===== config.mk =====
export PLATFORM = sky130hd
export DESIGN_NAME = pipe_stall_ctrl
export DESIGN_NICKNAME = d
export VERILOG_FILES = /design/src/rtl/pipe_stall_ctrl_pkg.sv /design/src/rtl/pipe_stall_ctrl_lu_detect.sv /design/src/rtl/pipe_stall_ctrl.sv
export SDC_FILE = /design/constraint.sdc
export NUM_CORES = 1
export LEC_CHECK = 0
export BUFFER_PORTS_ARGS = -buffer_cell sky130_fd_sc_hd__clkbuf_2
export CORE_MARGIN = 4
export CORE_UTILIZATION = 23
export CTS_CLUSTER_DIAMETER = 60
export DETAILED_ROUTE_END_ITERATION = 8
export PLACE_DENSITY = 0.54
export SYNTH_ARGS = -nofsm -noshare
export SYNTH_HDL_FRONTEND = slang
export SYNTH_SLANG_ARGS = --single-unit

===== constraint.sdc =====
create_clock -name clk -period 2.4 [get_ports clk]
set_input_delay 0.24 -clock clk [delete_from_list [all_inputs] [get_ports clk]]
set_output_delay 0.24 -clock clk [all_outputs]
set_load 0.02 [all_outputs]

===== src/rtl/pipe_stall_ctrl_pkg.sv =====
// pipe_pkg: shared definitions for the pipeline stall/flush sequencer.
//   stall_state_t : sequencer states (RUN, MEM_WAIT, HALTED)
//   ctrl_t        : bundle of stage-register controls driven by the sequencer
//   REG_AW_DEF    : default register-specifier width (8 GPRs)
//   NOP_INSTR     : instruction word the stage registers load on flush/bubble
package pipe_pkg;

  localparam int REG_AW_DEF = 3;
  localparam logic [31:0] NOP_INSTR = 32'h0000_0013;

  typedef enum logic [1:0] {
    RUN      = 2'd0,
    MEM_WAIT = 2'd1,
    HALTED   = 2'd2
  } stall_state_t;

  typedef struct packed {
    logic pc_en;
    logic ifid_en;
    logic ifid_flush;
    logic idex_en;
    logic idex_bubble;
    logic exmem_en;
    logic memwb_en;
    logic redirect_take;
  } ctrl_t;

  // All enables at the given level, no flush/bubble/redirect.
  function automatic ctrl_t ctrl_all(input logic en);
    ctrl_t c;
    c               = '0;
    c.pc_en         = en;
    c.ifid_en       = en;
    c.idex_en       = en;
    c.exmem_en      = en;
    c.memwb_en      = en;
    return c;
  endfunction

endpackage


===== src/rtl/pipe_stall_ctrl_lu_detect.sv =====
// lu_detect: combinational load-use comparator.
//   rd_a/rd_b   : consumer source specifiers, use_a/use_b : they are really read
//   wr_reg      : producer destination, reg_write/mem_read : producer is a load
//   hit         : consumer needs the load result before forwarding can supply it
module lu_detect
  import pipe_pkg::*;
#(
  parameter int REG_AW = REG_AW_DEF
) (
  input  logic [REG_AW-1:0] rd_a,
  input  logic [REG_AW-1:0] rd_b,
  input  logic              use_a,
  input  logic              use_b,
  input  logic [REG_AW-1:0] wr_reg,
  input  logic              reg_write,
  input  logic              mem_read,
  output logic              hit
);

  logic match_a;
  logic match_b;

  assign match_a = use_a && (wr_reg == rd_a);
  assign match_b = use_b && (wr_reg == rd_b);
  assign hit     = mem_read && reg_write && (match_a || match_b);

endmodule


===== src/rtl/pipe_stall_ctrl.sv =====
// pipe_stall_ctrl: stall/flush sequencer for the 5-stage core.
// Inputs : ID source specifiers/uses/HALT, EX destination/load/redirect,
//          instruction- and data-memory busy flags.
// Outputs: PC and stage-register enables, IF/ID flush, ID/EX bubble,
//          redirect_Take (PC mux select) and sticky halted.
// Optional: define STALL_PERF_CNT_EN to add saturating counters
//          cnt_LoadUse, cnt_MemWait, cnt_Flush (CNT_W bits each).
// Outputs are Mealy; while rst is high they are forced to the reset pattern
// (all enables low, flush and bubble high).
// Handshake: none -- every output is a per-cycle level qualified by the
// current inputs; the stage registers sample them on the next clk edge.
module pipe_stall_ctrl
  import pipe_pkg::*;
#(
  parameter int REG_AW = REG_AW_DEF,
  parameter int CNT_W  = 16
) (
  input  logic              clk,
  input  logic              rst,
  input  logic [REG_AW-1:0] dec_ReadReg1,
  input  logic [REG_AW-1:0] dec_ReadReg2,
  input  logic              dec_Uses1,
  input  logic              dec_Uses2,
  input  logic              dec_Halt,
  input  logic [REG_AW-1:0] exe_WriteReg,
  input  logic              exe_RegWrite,
  input  logic              exe_DMemRead,
  input  logic              exe_Redirect,
  input  logic              imem_Busy,
  input  logic              dmem_Busy,
  output logic              pc_En,
  output logic              ifid_En,
  output logic              ifid_Flush,
  output logic              idex_En,
  output logic              idex_Bubble,
  output logic              exmem_En,
  output logic              memwb_En,
  output logic              redirect_Take,
`ifdef STALL_PERF_CNT_EN
  output logic [CNT_W-1:0]  cnt_LoadUse,
  output logic [CNT_W-1:0]  cnt_MemWait,
  output logic [CNT_W-1:0]  cnt_Flush,
`endif
  output logic              halted
);

  stall_state_t state, state_nxt;
  logic         redirect_pend, pend_nxt;
  logic         lu;
  logic         redir;
  ctrl_t        ctrl;
  logic         halted_c;
  logic         ev_lu, ev_mem, ev_flush;

  lu_detect #(.REG_AW(REG_AW)) u_lu (
    .rd_a      (dec_ReadReg1),
    .rd_b      (dec_ReadReg2),
    .use_a     (dec_Uses1),
    .use_b     (dec_Uses2),
    .wr_reg    (exe_WriteReg),
    .reg_write (exe_RegWrite),
    .mem_read  (exe_DMemRead),
    .hit       (lu)
  );

  // A redirect seen during a data-memory freeze is replayed on release.
  assign redir = exe_Redirect | redirect_pend;

  always_ff @(posedge clk or posedge rst) begin
    if (rst) begin
      state         <= RUN;
      redirect_pend <= 1'b0;
    end else begin
      state         <= state_nxt;
      redirect_pend <= pend_nxt;
    end
  end

  always_comb begin
    state_nxt = state;
    pend_nxt  = redirect_pend;
    ctrl      = ctrl_all(1'b1);
    halted_c  = 1'b0;
    ev_lu     = 1'b0;
    ev_mem    = 1'b0;
    ev_flush  = 1'b0;
    case (state)
      RUN, MEM_WAIT: begin
        // MEM_WAIT with dmem ready is evaluated exactly like RUN.
        if (dmem_Busy) begin
          ctrl      = ctrl_all(1'b0);
          state_nxt = MEM_WAIT;
          pend_nxt  = redirect_pend | exe_Redirect;
          ev_mem    = 1'b1;
        end else if (redir) begin
          ctrl.redirect_take = 1'b1;
          ctrl.ifid_flush    = 1'b1;
          ctrl.idex_bubble   = 1'b1;
          state_nxt          = RUN;
          pend_nxt           = 1'b0;
          ev_flush           = 1'b1;
        end else if (lu) begin
          // Single bubble: next cycle the load is in MEM and forwards to EX.
          ctrl.pc_en       = 1'b0;
          ctrl.ifid_en     = 1'b0;
          ctrl.idex_bubble = 1'b1;
          state_nxt        = RUN;
          ev_lu            = 1'b1;
        end else if (dec_Halt) begin
          // HALT moves into ID/EX; the front end stops for good.
          ctrl.pc_en   = 1'b0;
          ctrl.ifid_en = 1'b0;
          state_nxt    = HALTED;
        end else if (imem_Busy) begin
          ctrl.pc_en      = 1'b0;
          ctrl.ifid_flush = 1'b1;
          state_nxt       = RUN;
        end else begin
          state_nxt = RUN;
        end
      end
      HALTED: begin
        halted_c        = 1'b1;
        ctrl.pc_en      = 1'b0;
        ctrl.ifid_en    = 1'b0;
        ctrl.ifid_flush = 1'b1;
        if (dmem_Busy) begin
          ctrl.idex_en  = 1'b0;
          ctrl.exmem_en = 1'b0;
          ctrl.memwb_en = 1'b0;
        end else begin
          // ID still holds HALT; feed NOPs behind it while the back end drains.
          ctrl.idex_bubble = 1'b1;
        end
      end
      default: begin
        state_nxt = RUN;
        pend_nxt  = 1'b0;
      end
    endcase
    if (rst) begin
      ctrl             = ctrl_all(1'b0);
      ctrl.ifid_flush  = 1'b1;
      ctrl.idex_bubble = 1'b1;
      halted_c         = 1'b0;
    end
  end

  assign pc_En         = ctrl.pc_en;
  assign ifid_En       = ctrl.ifid_en;
  assign ifid_Flush    = ctrl.ifid_flush;
  assign idex_En       = ctrl.idex_en;
  assign idex_Bubble   = ctrl.idex_bubble;
  assign exmem_En      = ctrl.exmem_en;
  assign memwb_En      = ctrl.memwb_en;
  assign redirect_Take = ctrl.redirect_take;
  assign halted        = halted_c;

`ifdef STALL_PERF_CNT_EN
  localparam logic [CNT_W-1:0] CNT_MAX = {CNT_W{1'b1}};
  localparam logic [CNT_W-1:0] CNT_ONE = {{(CNT_W-1){1'b0}}, 1'b1};

  always_ff @(posedge clk or posedge rst) begin
    if (rst) begin
      cnt_LoadUse <= '0;
      cnt_MemWait <= '0;
      cnt_Flush   <= '0;
    end else begin
      if (ev_lu && cnt_LoadUse != CNT_MAX)    cnt_LoadUse <= cnt_LoadUse + CNT_ONE;
      if (ev_mem && cnt_MemWait != CNT_MAX)   cnt_MemWait <= cnt_MemWait + CNT_ONE;
      if (ev_flush && cnt_Flush != CNT_MAX)   cnt_Flush   <= cnt_Flush + CNT_ONE;
    end
  end
`else
  logic unused_ev;
  assign unused_ev = ev_lu ^ ev_mem ^ ev_flush;
`endif

endmodule

# [Word-level counts from Yosys, hierarchy flattened]
# Cells that the tools add are included.
[totals] ff_bits=3 latchBits=0 ramBits=0 rom_bits=0 in_bits=19 word_cells=47 mem_count=0
[classes] add_sub_neg=0 mul=0 div_mod_pow=0 n_lt_le_gt_ge=0 n_eq_ne=5 n_shift=0 mux=30 bitwise_logic=2 n_reduce_logical=8
[op_table] operator="1-bit 2-to-1 mux" count=18
[op_table] operator="2-bit 2-to-1 mux" count=7
[op_table] operator="7-bit one-hot mux with 2 select lines" count=1
[op_table] operator="8-bit 2-to-1 mux" count=1
[op_table] operator="3-bit equality test" count=2
[op_table] operator="1-bit logical AND" count=4
[op_table] operator="2-bit one-hot mux with 2 select lines" count=1
[op_table] operator="3-bit 2-to-1 mux" count=1
[op_table] operator="3-bit != test (second input constant)" count=1
[op_table] operator="2-bit by 1-bit equality test with 1-bit output (second input constant)" count=1
[op_table] operator="2-bit equality test (second input constant)" count=1
[op_table] operator="2-bit zero test" count=1
[op_table] operator="1-bit one-hot mux with 2 select lines" count=1
[op_table] operator="2-bit AND reduction" count=1
[op_table] operator="2-bit OR reduction" count=1
[op_table] operator="1-bit logical OR" count=1
[op_table] operator="1-bit inverter" count=1
[op_table] operator="1-bit OR" count=1

# [Logic depth before layout (Yosys ltp)]
# Gate-level depths: netlist (run 1).
[logic_depth] ltp_word=9 ltp_mapped=4

# [By module]
# A second synthesis (run 1) with hierarchy kept.
[unflattened] hier_cells=40 hier_area_um2=301.5
[by_module_without_submodules] mod="pipe_stall_ctrl" instances=1 cells_each=30 area_per_inst_um2=227.7 seq_area_each_um2=75.1
[by_module_without_submodules] mod="lu_detect" instances=1 cells_each=10 area_per_inst_um2=73.8 seq_area_each_um2=0.0

# [Worst setup path after synthesis (run 1)]
# OpenSTA, ideal clock, no wires.
[synth_path] path_type="register to output" from="register state[1]" to="output ifid_Flush" arrival_ns=1.466 path_slack_ns=0.694 path_stages_with_launch=4 n_path_buf=0 path_cell_list="dfrtp_1 -> or2_1 -> or3_1 -> o21ai_0"
[synth_between] elab_chain_cells=4 word_cells_on_any_way=6 classes_between="eq/ne (2); mux (2); reduce/logical (2)"
[synth_rtl] element="start, declared" line_no="pipe_stall_ctrl.sv:47" source="stall_state_t state, state_nxt;"
[synth_rtl] element="start signal, assigned" line_no="pipe_stall_ctrl.sv:74" source="state <= state_nxt;"
[synth_rtl] element="2-bit by 1-bit equality test with 1-bit output or 2-bit zero test (tied branches)" line_no="pipe_stall_ctrl.sv:87" source="case (state)"
[synth_rtl] element="2-bit OR reduction" line_no="pipe_stall_ctrl.sv:87"
[synth_rtl] element="7-bit one-hot mux with 2 select lines *" line_no="pipe_stall_ctrl.sv:87"
[synth_rtl] element="8-bit 2-to-1 mux *" line_no="pipe_stall_ctrl.sv:141" source="if (rst) begin"
[synth_rtl] element="end, declared" line_no="pipe_stall_ctrl.sv:33" source="output logic ifid_Flush,"
# Mark *: on every way between the ends. The rest lies on a longest branch, timed or not.

# [Worst setup path after layout (run 1)]
[layout_path] from="input rst" to="output pc_En"
[layout_between] elab_chain_cells=1
[layout_rtl] element="start, declared" line_no="pipe_stall_ctrl.sv:19" source="input logic rst,"
[layout_rtl] element="8-bit 2-to-1 mux" line_no="pipe_stall_ctrl.sv:141"
[layout_rtl] element="end, declared" line_no="pipe_stall_ctrl.sv:31" source="output logic pc_En,"
# No other way between the ends.

==> results.ini, run 1 <==
[outcome]
outcome = completed

[final_layout]
nets = 93
syn_to_final_growth_pct = 53.31
diodes = 0
layout.cells.non_filler = 88
drive_gt1_frac = 0.4110
final_core_util = 0.3788
final_area_um2 = 493.0
nFillCells = 145

[floorplanning]
rows = 13
initial_utilization = 0.2471
die_h_um = 45.39
dieArea_um2 = 2060
core_area_um2 = 1301
die_w_um = 45.39
ios = 28

[sta]
hold_slack_ps = 257.8
setup_tns_ps = 0
fin_crit_sh = 0.8490
rsz0062_at_grt = no
setup_viol = 0
worst_pin_slew_ps = 359.5
fin_ws_ps = 362.4
fin_skew_ps = 1.192
hold_viol = 0
max_slew_margin = 0.7603
layout_min_cycle_time_ps = 2038
slew_violations = 0
clock.fmax_mhz = 490.8

[placed_design]
dp.cells = 83
placed_area_um2 = 456.7
io_buffer_count = 27
gp_congestion = 0.7009
hpwl_um = 747.2
place_ws_ps = 767.9

[synth]
synth_cells = 44
avgSynthCellArea_um2 = 7.308
synth_ff_type = dfrtp_1
ys_seq_elements = 3
async_flop_share = 1.000
synth_edf_count = 0
synth.most_common_cell = xnor2_1
ys_warn_count = 0
yosysUniqueCellTypes = 24
yosysSeqAreaShare = 0.2335
synth_area_um2 = 321.6
synth_area_leaders = dfrtp_1 (23%), xnor2_1 (16%), nand2_1 (5.8%), a21oi_1 (4.7%), o21ai_0 (4.7%)
synth_top_cell_by_area = dfrtp_1
yosysTopAreaCellShare = 0.2335
syn-num-nets = 63
synth_common_cells = xnor2_1 (6), nand2_1 (5), nor2_1 (4)

[route]
via_per_inst = 4.500
ant_nets = 0
num_vias = 396
wl_per_cell_um = 10.24
drt_iter0_markers = 0
drcViolationCount = 0
firstDrtPassIters = 1
drt_wl_total_um = 901

[cts]
cts_sinks = 3
cts_tree = built
clock_latency_ps = 230
clockBufferDepth = 2
numCtsBuffers = 3
cts.clk_slew.worst_paths_ps = 40
htree_levels = 1
clockRootBuffer = clkbuf_4
post_cts_buffers = 0

[critical_path]
crit_fanout = 9
crit_type = in -> out
endpoint_kind = primary output
worstPathRequired_ps = 2160
startpoint = rst
cp-start-kind = input port
cp.arrival_ps = 1800
timing.rr.start = state[1]

[global_route]
grt_use_total = 0.09871
grt_max_degree = 10
grt_pass1_wl_um = 1490
grt_pass1_vias = 361
grt.overflow.total = 0
antenna_found_initial = 0

[hold_path]
hold_start = exe_Redirect
min_path_type = in -> reg

[power_and_ir_drop]
ir_drop_v = 0.0001869
p_total_mw = 0.2479
p_leak_nw = 0.2476
pwr_density_cell_nw_per_um2 = 502.8

[flow_run]
maxCapViolCount = 0

==> cells by family (layout without fill, tap and decap cells) <==
logic type / Yosys count / count (layout) / synth area share
compound gates: 11 / 11 / 0.2101
xor+xnor: 6 / 6 / 0.1634
buf+inv: 4 / 33 / 0.07000
simple gates: 20 / 20 / 0.3230
flops: 3 / 3 / 0.2335
==> what timing repair did <==
item,4_1_cts,5_1_grt
hold endpoints to repair,3,0
resized for setup,0,0
hold buffers,1,0
==> sequential cells by signal (all words and copies together) (netlist names) <==
name,cells
redirect_pend,1
state,2
==> critical path: stages <==
cell and delay [ps]:
dlygate4sd3_1 530, clkbuf_2 180, or4_1 530, o21ai_1 130, clkbuf_2 180
==> cells in the final DEF, fill, tap and decap left out <==
master,instances
nand4_1,2
o21ai_1,1
xnor2_1,6
nor2_1,4
clkbuf_4,3
nor2b_1,1
clkbuf_2,27
or2_1,1
nand2_1,5
inv_1,1
or4_1,1
o41ai_1,1
nand3_1,1
a21o_1,1
or3_1,1
and2_1,1
and2b_1,1
nor3b_1,1
dfrtp_1,3
clkbuf_1,1
o21ai_0,3
o21bai_1,1
dlygate4sd3_1,1
nor3_1,1
o22a_1,1
a21oi_1,3
==> final cells by class <==
type / instances / area (um^2) / share of cell area
Clock buffer: 4 / 26.28 / 0.05330
Timing Repair Buffer: 28 / 145.1 / 0.2944
Tap cell: 15 / 18.77 / 0.03807
Sequential cell: 3 / 75.07 / 0.1523
Inverter: 1 / 3.754 / 0.007614
Multi-Input combinational cell: 37 / 224.0 / 0.4543
==> power by group <==
part / switching [mW] / internal [mW] / leakage (nW)
registers: 0.00693 / 0.0575 / 0.0378
logic: 0.0536 / 0.0434 / 0.195
clock network: 0.0243 / 0.0622 / 0.0150
==> routing by layer <==
layer  global-route usage  wire (um)  up-vias
met1               0.1388        417      173
li1                     -          -      213
met4              0.07018          0        0
met3              0.01581         53        0
met2               0.1337        430       10
met5                    0          0        -
==> worst paths after layout <==
| check | endpoint | slack (ps) | cells past startpoint |
|---|---|---|---|
| max reg2reg | redirect_pend | 1390 | 3 |
| min | redirect_pend | 260 | 3 |
| max | pc_En | 360 | 5 |
| max in group asynchronous | state[0] | 1740 | 3 |
| min in group asynchronous | redirect_pend | 530 | 3 |
| min reg2reg | redirect_pend | 570 | 2 |
Note: power is estimated with default switching activity, not from simulation.
==> run 2: changes to the inputs <==
clock period = 2 ns   (was 2.4 ns; I/O delays follow)
==> run 2 against run 1 <==
Clock-buffer cell count did not move; global-route usage rose by 0.97 points; sequential power grew 20%; largest cell class unchanged; largest power group unchanged; combinational power up 21%; critical endpoint unchanged.
==> results.ini, run 2 (synthesis gave the netlist of run 1 again) <==
[power_and_ir_drop]
seq_power_share = 0.259  ; about the same
p_int_mw = 0.1951  ; +20%
pwr_density_cell_nw_per_um2 = 611.8  ; +22%
ir_drop_v = 0.0004231  ; +130%
p_switching_mw = 0.1034  ; +22%
clkPwrFrac = 0.349  ; about the same
p_leak_nw = 0.2439  ; -1.5%
p_total_mw = 0.2985  ; +20%
comb_power_share = 0.392  ; about the same
power.share.switching = 0.3465  ; +0.004354

[outcome]
outcome = completed

[critical_path]
crit_fanout = 9  ; unchanged
endpoint_kind = primary output
max_stage_delay_ps = 660  ; +130 ps
worstPathRequired_ps = 1800  ; -360 ps
cp.arrival_ps = 1710  ; -90 ps
crit_type = in -> out
cp-start-kind = input port
cp_cell_sequence = dlygate4sd3_1 -> or4_1 -> o21ai_1 -> buf_2
slowest_stage = dlygate4sd3_1

[cts]
cts.clk_slew.worst_paths_ps = 30  ; about the same
clockBufferDepth = 2  ; unchanged
cts_tree = built
post_cts_buffers = 0  ; unchanged
clock_latency_ps = 230  ; about the same
cts_sinks = 3  ; unchanged
clockRootBuffer = clkbuf_4
numCtsBuffers = 3  ; unchanged
htree_levels = 1  ; unchanged

[route]
wl_per_cell_um = 10.80  ; +5.5%
num_vias = 416  ; +5.1%
ant_nets = 0  ; unchanged
firstDrtPassIters = 2  ; +1
via_per_inst = 4.782  ; +6.3%
drt_iter0_markers = 11  ; +11
drt_wl_total_um = 940  ; +4.3%
drcViolationCount = 0  ; unchanged

[sta]
slew_violations = 0  ; unchanged
worst_pin_slew_ps = 379.7  ; +20.23 ps
hold_viol = 0  ; unchanged
rsz0062_at_grt = no
setup_tns_ps = 0  ; unchanged
clock.fmax_mhz = 522.2
fin_ws_ps = 85.12  ; -277.3 ps
fin_skew_ps = 7.555  ; +6.363 ps
setup_viol = 0  ; unchanged
max_slew_margin = 0.7442  ; -0.01616
fin_crit_sh = 0.9574
layout_min_cycle_time_ps = 1915

[placed_design]
dp.cells = 83  ; unchanged
gp_congestion = 0.7008  ; about the same
io_buffer_count = 27  ; unchanged
hpwl_um = 793.1  ; +6.1%
place_ws_ps = 399.5  ; -368.4 ps

[global_route]
grt.overflow.total = 0  ; unchanged
grt_max_degree = 10  ; unchanged
grt_use_total = 0.1084  ; +0.009709
grt_pass1_vias = 397  ; +10%
grt_pass1_wl_um = 1600  ; +7.4%
antenna_found_initial = 0  ; unchanged

[floorplanning]
rows = 13  ; unchanged
die_w_um = 45.39  ; unchanged
die_h_um = 45.39  ; unchanged
ios = 28  ; unchanged
dieArea_um2 = 2060  ; unchanged
initial_utilization = 0.2471  ; unchanged
core_area_um2 = 1301  ; unchanged

[hold_path]
min_path_type = in -> reg

[flow_run]
maxCapViolCount = 0  ; unchanged

[final_layout]
layout.cells.non_filler = 87  ; -1.1%
nFillCells = 152  ; +4.8%
nets = 92  ; -1.1%
syn_to_final_growth_pct = 51.75
layout_commonest_cell = clkbuf_2
diodes = 0  ; unchanged
final_core_util = 0.3750  ; -0.003846
drive_gt1_frac = 0.4028  ; -0.008181
regMostFlops = state
largest_reg_flops = 2  ; unchanged
final_cell_mix = clkbuf_2 (25), xnor2_1 (6), nand2_1 (5), nor2_1 (4)
reg.largest.list = state x2, redirect_pend x1

-- run 2: cell types whose count changed in the layout (fill, tap and decap cells not counted) --
| cell | change |
|---|---|
| buf_2 | +1 |
| clkbuf_2 | -2 |
-- run 2: path summary, 6_finish.rpt --
kind	start	end	slack, ps	cells past startpoint
max	rst	pc_En	90	4
min reg2reg	redirect_pend	redirect_pend	580	2
min	exe_Redirect	redirect_pend	220	3
max in group asynchronous	rst	redirect_pend	1400	2
min in group asynchronous	rst	state[1]	450	2
max reg2reg	state[1]	redirect_pend	980	3
-- run 2: layout make-up --
type                            instances  area (um^2)  share of cell area
Timing Repair Buffer                   27        140.1              0.2872
Tap cell                               15        18.77             0.03846
Clock buffer                            4        26.28             0.05385
Inverter                                1        3.754            0.007692
Sequential cell                         3        75.07              0.1538
Multi-Input combinational cell         37        224.0              0.4590
-- run 2: power groups by stage --
| stage | clock [mW] | sequential (mW) | combinational [mW] |
|---|---|---|---|
| 2_1_floorplan | 0 | 0.0759 | 0.0756 |
| 3_3_place_gp | 0 | 0.0772 | 0.117 |
| 3_5_place_dp | 0 | 0.0776 | 0.117 |
| 4_1_cts | 0.110 | 0.0771 | 0.119 |
| 5_1_grt | 0.123 | 0.0779 | 0.130 |
| 6_report | 0.104 | 0.0773 | 0.117 |
-- run 2: what timing repair did --
action	in CTS	in global routing
endpoints found under the hold margin	3	0
resized for setup	0	1
hold buffers	1	0
setup endpoints to repair	0	1
-- run 2: per-layer routing --
metal  part of all wire  vias to the layer above  track usage  wire [um]
met5                  0                        -            0          0
met2               0.49                       12       0.1699        456
met1               0.44                      196       0.1316        410
met3              0.078                        0      0.04743         73
li1                   -                      208            -          -
met4                  0                        0      0.03509          0
-- run 2: through the flow --
| stage | cell area [um^2] | hold slack (ps) |
|---|---|---|
| 4_1_cts | 493.0 | 209.6 |
| 3_5_place_dp | 456.7 | 165.5 |
| 6_report | 488.0 | 220.2 |
| 3_3_place_gp | 456.7 | 170.3 |
| 2_1_floorplan | 321.6 | 148.1 |
| 5_1_grt | 488.0 | 222.6 |
-- run 2: worst max-delay path, delay by kind of cell --
family                 cells  cell delay (ps)
AOI/OAI and AO/OA          1              130
buffers and inverters      2              840
and+or+nand+nor            1              550
==> run 3: changes to the inputs <==
ABC_AREA = 1   (was default)
GPL_ROUTABILITY_DRIVEN = 0   (was default)
PLACE_DENSITY = 0.51   (was 0.54)
==> run 3 against run 2 <==
Critical endpoint unchanged; design area up 15%; sequential cell count unchanged; via count up 17%; cell count rose by 43%.
==> results.ini, run 3 <==
[outcome]
outcome = completed

[route]
num_vias = 488  ; +17%
ant_nets = 0  ; unchanged
firstDrtPassIters = 4  ; +2
wl_per_cell_um = 8.065  ; -25%
drt_iter0_markers = 10  ; -1
drcViolationCount = 0  ; unchanged
drt_wl_total_um = 1000  ; +6.4%
maxUsedRoutingLayer = met3
met2_length_um = 489  ; +7.2%
wl_met1_um = 448  ; +9.3%
via_per_inst = 3.935  ; -18%
met3RoutedLength_um = 63  ; -14%

[power_and_ir_drop]
p_switching_mw = 0.1136  ; +9.8%
clkPwrFrac = 0.333  ; -0.016
p_int_mw = 0.1935  ; -0.80%
pwr_density_cell_nw_per_um2 = 546.7  ; -11%
power.share.switching = 0.3698  ; +0.02335
p_leak_nw = 0.3995  ; +64%
comb_power_share = 0.424  ; +0.032
seq_power_share = 0.242  ; -0.017
ir_drop_v = 0.0003537  ; -16%

[cts]
htree_levels = 1  ; unchanged
cts.clk_slew.worst_paths_ps = 40  ; about the same
post_cts_buffers = 0  ; unchanged
clockRootBuffer = clkbuf_4
cts_resized = 0  ; unchanged
cts_sinks = 3  ; unchanged
clock_latency_ps = 230  ; about the same
cts_tree = built
clockBufferDepth = 2  ; unchanged
numCtsBuffers = 3  ; unchanged

[synth]
ys_warn_count = 0  ; unchanged
synth_ff_type = dfrtp_1
synth_adder_area_share = 0  ; unchanged
synth.most_common_cell = nand2_1
synth_cells = 78  ; +77%
yosysTopAreaCellShare = 0.2630  ; +0.02952
synthSimpleGateAreaFrac = 0.5519  ; +0.2290
synth_area_um2 = 385.4  ; +20%
synth_xor_area_frac = 0  ; -0.1634
syn-num-nets = 97  ; +54%
avgSynthCellArea_um2 = 4.941  ; -32%
synth_edf_count = 0  ; unchanged
ys_seq_elements = 3  ; unchanged
yosysUniqueCellTypes = 13  ; -46%
synth_common_cells = nand2_1 (27), inv_1 (18), nor2_1 (17)
synth_top_cell_by_area = nand2_1
async_flop_share = 1.000  ; unchanged
synth_top_family_by_area = simple AND/OR/NAND/NOR gates
synth_compound_area_frac = 0.03896  ; -0.1712
yosysSeqAreaShare = 0.1948  ; -0.03866
synth_area_leaders = nand2_1 (26%), dfrtp_1 (19%), inv_1 (18%), nor2_1 (17%), buf_4 (3.9%)
synthMuxAreaShare = 0  ; unchanged

[final_layout]
largest_reg_flops = 2  ; unchanged
reg.largest.list = state x2, redirect_pend x1
layout.cells.non_filler = 124  ; +43%
nets = 128  ; +39%
multiInputGateArea_um2 = 227.7  ; +1.7%
syn_to_final_growth_pct = 45.78
nFillCells = 195  ; +28%
diodes = 0  ; unchanged
ff_latch_area_um2 = 75.07  ; unchanged
drive_gt1_frac = 0.3056  ; -0.09722
final_cell_mix = nand2_1 (27), clkbuf_2 (27), inv_1 (18), nor2_1 (17)
regMostFlops = state

[global_route]
grt_use_total = 0.08573  ; -0.02268
grt_max_degree = 7  ; -3
grt_pass1_vias = 444  ; +12%
antenna_found_initial = 0  ; unchanged
grt.overflow.total = 0  ; unchanged
grt_pass1_wl_um = 1711  ; +6.9%

[placed_design]
dp.cells = 119  ; +43%
place_ws_ps = 586.1  ; +186.7 ps
io_buffer_count = 27  ; unchanged
hpwl_um = 861.9  ; +8.7%

[critical_path]
cp-start-kind = flip-flop
endpoint = pc_En
crit_fanout = 4  ; -5
cp.arrival_ps = 1470  ; -240 ps
reg2reg_slack_ps = 950  ; -30 ps
rr_endpoint = redirect_pend
r2r.worst_path.cells = 3  ; unchanged
worstPathRequired_ps = 1800  ; about the same
endpoint_kind = primary output
startpoint = state[1]
timing.rr.start = state[1]
crit_type = reg -> out

[sta]
rsz0062_at_grt = no
slew_violations = 0  ; unchanged
worst_pin_slew_ps = 296.8  ; -82.91 ps
setup_tns_ps = 0  ; unchanged
max_slew_margin = 0.8014  ; +0.05722
fin_crit_sh = 0.8329  ; -0.1245
setup_viol = 0  ; unchanged
fin_ws_ps = 334.1  ; +249.0 ps
fin_skew_ps = 2.441  ; -5.114 ps
hold_viol = 0  ; unchanged
clock.fmax_mhz = 600.3  ; +15%
layout_min_cycle_time_ps = 1666  ; -249.0 ps

[floorplanning]
die_h_um = 48.94  ; +7.8%
core_area_um2 = 1541  ; +18%
dieArea_um2 = 2395  ; +16%
die_w_um = 48.94  ; +7.8%
ios = 28  ; unchanged
rows = 14  ; +1
initial_utilization = 0.2500  ; +0.002885

[flow_run]
maxCapViolCount = 0  ; unchanged

[hold_path]
min_path_type = in -> reg

[run 3: cell types whose count changed after synthesis, sizes merged, moves of 2 or more]
cell   delta
nand2    +24
inv      +17
nor2     +13
xnor2     -6
a21oi     -2
o21ai     -2
[run 3: through the flow]
| stage | util | hold slack, ps | total power, mW | cell area (um^2) |
|---|---|---|---|---|
| 6_report | 0.3644 | 227.8 | 0.3071 | 561.8 |
| 5_1_grt | 0.3644 | 238.6 | 0.3355 | 561.8 |
| 4_1_cts | 0.3644 | 220.3 | 0.3145 | 561.8 |
| 3_5_place_dp | 0.3409 | 132.1 | 0.2047 | 525.5 |
| 3_3_place_gp | 0.3409 | 141.7 | 0.2037 | 525.5 |
| 2_1_floorplan | - | -21.41 | 0.1600 | 385.4 |
[run 3: per-layer routing]
metal  global-route usage  vias up
li1                     -      282
met1               0.1081      196
met2               0.1348       10
met3              0.02141        0
met4              0.04036        0
met5                    0        -
[run 3: final cells by class]
cell class / count / area share
Multi-Input combinational cell: 55 / 0.4053
Timing Repair Buffer: 28 / 0.2584
Sequential cell: 3 / 0.1336
Inverter: 18 / 0.1203
Clock buffer: 4 / 0.04677
Tap cell: 16 / 0.03563
[run 3: repair_timing]
action	in CTS	in global routing
hold buffers	1	0
setup endpoints to repair	0	0
hold endpoints to repair	3	0
[run 3: worst max-delay path, cell delays in order (launching register included)]
cell,delay [ps]
dfrtp_1,390
nor2_1,140
inv_1,80
nor2_1,180
nor2_1,60
nand2_1,60
nand2_1,50
nor2_1,90
clkbuf_2,170
[run 3: kinds of logic after synthesis]
family / Yosys count
compound gates: 3
buf+inv: 20
flops: 3
simple gates: 52
[run 3: how the worst min path moves through the flow]
stage	from	endpoint	slack (ps)	cells after the start
final	dec_Halt	state[1]	230	3
after CTS	dmem_Busy	state[0]	220	3
after detailed placement	rst	state[1]	130	2
after global routing	dec_Halt	state[1]	240	3
after floorplan	rst	redirect_pend	-20	1
after global placement	rst	redirect_pend	140	2
[run 3: power groups by stage]
stage | clock network [mW] | logic [mW] | registers, mW
after floorplan | 0 | 0.0860 | 0.0740
after global placement | 0 | 0.129 | 0.0746
after detailed placement | 0 | 0.130 | 0.0751
after CTS | 0.109 | 0.132 | 0.0743
after global routing | 0.109 | 0.150 | 0.0757
final | 0.102 | 0.130 | 0.0743
